[config.mk]
export PLATFORM = sky130hd
export DESIGN_NAME = mdu_ctrl
export DESIGN_NICKNAME = d
export VERILOG_FILES = /design/src/rtl/mdu_ctrl.sv
export SDC_FILE = /design/constraint.sdc
export NUM_CORES = 1
export LEC_CHECK = 0
export ABC_AREA = 1
export BUFFER_PORTS_ARGS = -buffer_cell sky130_fd_sc_hd__buf_2
export CORE_UTILIZATION = 35
export DETAILED_ROUTE_END_ITERATION = 8
export GPL_TIMING_DRIVEN = 1
export PLACE_DENSITY_LB_ADDON = 0.08
export SYNTH_ARGS = -nofsm -noshare
export SYNTH_HDL_FRONTEND = slang
export SYNTH_SLANG_ARGS = --single-unit
[constraint.sdc]
create_clock -name clk -period 2.15 [get_ports clk]
set_input_delay 0.1075 -clock clk [delete_from_list [all_inputs] [get_ports clk]]
set_output_delay 0.1075 -clock clk [all_outputs]
set_load 0.02 [all_outputs]
[src/rtl/mdu_ctrl.sv]
// RV32M front-end for the unsigned iterative multDiv core: sign handling,
// divide special cases, core handshake sequencing and result correction.
//
// state | meaning
// IDLE  | waiting for a request
// ISSUE | core_valid pulse, operands presented to the core
// WAIT  | waiting for core_ready
// DRAIN | killed op still running in the core; result will be discarded
// DONE  | done pulse, result valid; may accept the next request
module mdu_ctrl (
    input  logic        clk,
    input  logic        rst_n,
    input  logic        req,
    input  logic [2:0]  funct3,
    input  logic [31:0] rs1,
    input  logic [31:0] rs2,
    input  logic        kill,
    output logic        busy,
    output logic        done,
    output logic [31:0] result,
    output logic        core_valid,
    output logic        core_mode,
    output logic [31:0] core_a,
    output logic [31:0] core_b,
    input  logic        core_ready,
    input  logic [63:0] core_out
);

    typedef enum logic [2:0] {S_IDLE, S_ISSUE, S_WAIT, S_DRAIN, S_DONE} state_t;

    state_t      state, state_nx;
    logic [2:0]  f3_q;
    logic        sa_q, sb_q;
    logic        accept, sign_a, sign_b, div_zero, div_ovf, bypass;
    logic [31:0] mag_a, mag_b, bypass_res, core_res, quo, rem;
    logic [63:0] prod;

    assign accept = (state == S_IDLE || state == S_DONE) && req && !kill;

    always_comb begin
        sign_a = 1'b0;
        sign_b = 1'b0;
        case (funct3)
            3'b001, 3'b100, 3'b110: begin
                sign_a = rs1[31];
                sign_b = rs2[31];
            end
            3'b010:  sign_a = rs1[31];
            default: ;
        endcase
    end

    assign mag_a    = sign_a ? (32'd0 - rs1) : rs1;
    assign mag_b    = sign_b ? (32'd0 - rs2) : rs2;
    assign div_zero = funct3[2] && (rs2 == 32'd0);
    // Only the signed divide ops can overflow; DIVU/REMU of these operands is ordinary.
    assign div_ovf  = funct3[2] && !funct3[0] && (rs1 == 32'h8000_0000) && (rs2 == 32'hFFFF_FFFF);
    assign bypass   = div_zero || div_ovf;

    always_comb begin
        if (div_zero)
            bypass_res = funct3[1] ? rs1 : 32'hFFFF_FFFF;
        else
            bypass_res = funct3[1] ? 32'd0 : 32'h8000_0000;
    end

    always_comb begin
        prod = (sa_q ^ sb_q) ? (64'd0 - core_out) : core_out;
        quo  = (sa_q ^ sb_q) ? (32'd0 - core_out[31:0]) : core_out[31:0];
        rem  = sa_q ? (32'd0 - core_out[63:32]) : core_out[63:32];
        if (!f3_q[2])
            core_res = (f3_q[1:0] == 2'b00) ? prod[31:0] : prod[63:32];
        else
            core_res = f3_q[1] ? rem : quo;
    end

    always_comb begin
        state_nx = state;
        case (state)
            S_IDLE, S_DONE: begin
                if (accept)
                    state_nx = bypass ? S_DONE : S_ISSUE;
                else
                    state_nx = S_IDLE;
            end
            S_ISSUE: state_nx = kill ? S_DRAIN : S_WAIT;
            S_WAIT: begin
                // A kill coinciding with core_ready has nothing left to drain.
                if (kill)
                    state_nx = core_ready ? S_IDLE : S_DRAIN;
                else if (core_ready)
                    state_nx = S_DONE;
            end
            S_DRAIN: if (core_ready) state_nx = S_IDLE;
            default: state_nx = S_IDLE;
        endcase
    end

    always_ff @(posedge clk or negedge rst_n) begin
        if (!rst_n)
            state <= S_IDLE;
        else
            state <= state_nx;
    end

    always_ff @(posedge clk or negedge rst_n) begin
        if (!rst_n) begin
            f3_q      <= 3'd0;
            sa_q      <= 1'b0;
            sb_q      <= 1'b0;
            core_a    <= 32'd0;
            core_b    <= 32'd0;
            core_mode <= 1'b0;
            result    <= 32'd0;
        end else if (accept) begin
            f3_q <= funct3;
            sa_q <= sign_a;
            sb_q <= sign_b;
            if (bypass) begin
                result <= bypass_res;
            end else begin
                core_a    <= mag_a;
                core_b    <= mag_b;
                core_mode <= funct3[2];
            end
        end else if (state == S_WAIT && core_ready && !kill) begin
            result <= core_res;
        end
    end

    assign busy       = (state == S_ISSUE) || (state == S_WAIT) || (state == S_DRAIN);
    assign done       = (state == S_DONE);
    assign core_valid = (state == S_ISSUE);

endmodule

==> results.env <==
ROOT_BUFFER='sky130_fd_sc_hd__clkbuf_16'
TIMING.FINAL.HOLD_VIOLATIONS=0
POSTSYNTHREGISTERBITS=105
CTS_BUFFERS=9
SYNTHDISTINCTLIBCELLS=38
ROUTED_WIRELENGTH_MM=42.3
POST-ROUTE-PERIOD-UTIL_PCT=94.1
NET_COUNT_FINAL=2132
CRITICAL-PATH-MAX-STAGE-DELAY_NS=0.40
SYNTH_SEQUENTIAL_AREA_RATIO_PCT=25.6
WIRE_LENGTH_OF_THE_FIRST_GLOBAL_ROUTING_PASS_MM=65.1
DRCVIOLATIONCOUNT=0
RSZ0062_AT_GRT='false'
WORSTPATHCELLLIST='inv_1, nand2_1, nand2_1, inv_4, buf_4, buf_4, nand2_1, nand2_1, a21oi_1, o21ai_0, nand3_1, nand3_1, nand2_1, nand2_1'
CLOCK_SKEW_NS=0.0153
SYNTHESIS.AREA_UM2=10300
ANTENNA_VIOLATIONS_BEFORE_REPAIR=0
TIMING.SETUP.CRITICAL_PATH_CLASS='reg2reg'
DRIVE_ABOVE_1_SHARE_PCT=18.9
DIE-AREA_UM2=30000
POWER-PER-CELL-AREA_nW_PER_UM2=1260
YOSYS_MOST_USED_DFF='sky130_fd_sc_hd__dfrtp_1'
OUTCOME='completed'
YS.WARNINGS.COUNT=0
CTS-HTREE-LEVELS=3
LAYOUT_FILLER_CELL_COUNT=3236
INITIAL_CORE_UTIL_PCT=35.7
CRITPATHTOPFAMILY='simple AND/OR/NAND/NOR gates'
SYNTH-EDFF-COUNT=0
DR.FIRST_ITER.DRC_COUNT=940
VIAS=12200
CTS_BUFFER_DEPTH=2
CP_MAX_FO=10
MAXSLEWVIOLCOUNT=0
STDCELL_COUNT=2380
CRITICAL_PATH.ENDPOINT_TYPE='register'
MAX_FREQ_MHz=494
FIN_SETUP_TNS_NS=0
SYNTH.NET_COUNT=1875
N_ANTENNA_CELL=0
DIE_WIDTH_UM=173
AREA_GROWTH_PCT=23.6
FINALSETUPVIOLATIONS=0
CRITPATHLAUNCHTYPE='register'
DETAILED_PLACE_HPWL_MM=34.6
CP_DATA_REQUIRED_TIME_NS=2.39
CLOCK_TRANSITION_AT_PATH_REGS_NS=0.07
DP.CELLS=2363
WORSTSKEWPAIRLATENCY_NS=0.36
SYNTHESIS.INSTANCES=1734
PLACE_CONGESTION=0.940
DIEHEIGHT_UM=173
VIA_PER_INSTANCE_RATIO=5.13
TIGHTEST_SLEW_NS=0.575
MULTI_INPUT_COMB_AREA_UM2=6690
CP.BUFFERS_INVERTERS=4
HOLDCRITPATHCLASS='in2reg'
ROUTEDWLPERCELL_UM=17.8
PATH_COMMON_CELL='sky130_fd_sc_hd__nand2_1'
DRT_PRE_ANTENNA_ITERS=5
DRV_CAP=0
SYNTH-ASYNC-RESET-RATIO_PCT=100
TIMING.FINAL.WS_SETUP_NS=0.127
TOTAL_CONGESTION_OVERFLOW_AFTER_GLOBAL_ROUTING=0
FIN_CRIT_NS=2.02
CP.ARRIVAL_NS=2.26
GLOBALROUTETOTALUTIL_PCT=28.0
SEQUENTIAL_AREA_UM2=2630
NUMBER_OF_PLACEMENT_ROWS=62
NUMBER_OF_CLOCK_SINKS=105
DRT.ANTENNA.VIOLATING_NETS=0
NUM_IO_PINS=236
WORST_SLEW_MARGIN_REL_PCT=61.6
STATIC-LEAKAGE-POWER_nW=6.64
IR_DROP_V=0.000506
DESIGN.CORE.AREA_UM2=28800
BUFFER_PORTS.INSERTED=235
CTS_TREE='yes'
LARGEST_NET_DEGREE_AT_THE_START_OF_GLOBAL_ROUTING=67
CP_MAX_DELAY_CELL='sky130_fd_sc_hd__dfrtp_1'
VIA_COUNT_OF_THE_FIRST_GLOBAL_ROUTING_PASS=11400
SYN_AREA_PER_CELL_UM2=5.92
PRE_CTS_SLACK_NS=0.0366
REGTOREGSETUPSLACK_NS=0.13
[cells in the final DEF, fill, tap and decap left out, drive strengths merged, types with 18 or more instances in the layout]
cell type,synthesis,final
xor2,61,61
nor2,213,213
a21oi,30,30
xnor2,21,21
nand3,177,177
o211ai,43,43
nand2,604,604
o21ai,133,133
a22oi,28,28
nand4,18,18
buf,34,319
dfrtp,105,105
inv,169,169
[path summary, 6_finish.rpt]
| check | start | endpoint | depth (start not counted) |
|---|---|---|---|
| min in group asynchronous | rst_n | core_b[14] | 2 |
| hold / removal | rs1[31] | core_a[31] | 3 |
| setup / recovery | sa_q | result[3] | 14 |
| hold reg to reg | core_a[4] | core_a[4] | 2 |
| max in group asynchronous | rst_n | core_a[3] | 3 |
| setup reg to reg | sa_q | result[3] | 14 |
[sequential cells by signal, indices dropped and copies added (netlist names)]
register and cells:
sa_q 1, f3_q 3, core_a 32, result 32
core_b 32, core_mode 1, state 3, sb_q 1
[area by class of cell]
class / count / area share [%]
multi-input combinational: 1386 / 52.7
clock buffer: 12 / 1.86
clock inverter: 4 / 0.424
sequential: 105 / 20.7
inverter: 169 / 5.02
timing repair buffer: 320 / 15.5
tap: 384 / 3.79
[report_power, final]
part	switching (mW)	internal [mW]	leakage (nW)	total (mW)
combinational	7.34	3.60	5.19	10.9
clock	0.748	0.908	0.133	1.66
sequential	0.548	2.88	1.32	3.43
[repair_timing]
| action | in CTS | in global routing |
|---|---|---|
| endpoints found under the hold margin | 27 | 0 |
| resized for setup | 0 | 2 |
| setup buffers | 0 | 0 |
| hold buffers | 1 | 0 |
| setup endpoints to repair | 0 | 1 |
[layer usage]
metal	global-route usage, %	vias to the layer above	wire length (µm)
met5	0	-	0
met4	12.5	0	1810
met3	3.03	65	2240
met2	45.5	420	19200
met1	37.5	5607	19100
li1	-	6117	-
[cells in the mapped netlist (all sizes together) (3+ instances only)]
library cell	n	area (µm²)
nand2	604	2270
nor2	213	810
nand3	177	896
inv	169	634
o21ai	133	666
dfrtp	105	2630
xor2	61	534
o211ai	43	323
clkbuf	40	150
buf	34	186
a21oi	30	150
a22oi	28	310
xnor2	21	184
nand4	18	113
nor3	16	90.1
nand3b	8	60.1
nor4	8	50.1
or2	8	50.0
ha	5	62.6
o31ai	5	37.5
and3	3	18.8
[worst min-delay path, delay by kind of cell]
kind / cells / cell delay [ns]
buf+inv: 1 / 0.14
simple gates: 2 / 0.12
[stage by stage]
| stage | util [%] | total power, mW | hold slack (ns) | instance area [µm²] |
|---|---|---|---|---|
| finish | 44.1 | 16.0 | 0.0591 | 12700 |
| global route | 44.1 | 17.4 | 0.0589 | 12700 |
| CTS | 44.0 | 16.1 | 0.0505 | 12700 |
| detailed placement | 43.0 | 14.3 | 0.0753 | 12400 |
| global placement | 43.0 | 14.3 | 0.0730 | 12400 |
| floorplan | - | 10.1 | -0.188 | 10300 |
[logic make-up (layout without fill, tap and decap cells)]
group,Yosys count,after routing,synth area share [%]
buffers and inverters,243,505,9.46
adder cells (fa/ha/maj),5,5,0.610
AND/OR/NAND/NOR,1057,1057,42.6
flip-flops,105,105,25.6
AO/OA/AOI/OAI,242,242,14.7
XOR/XNOR,82,82,7.00
Power figures use the tool's default switching activity.
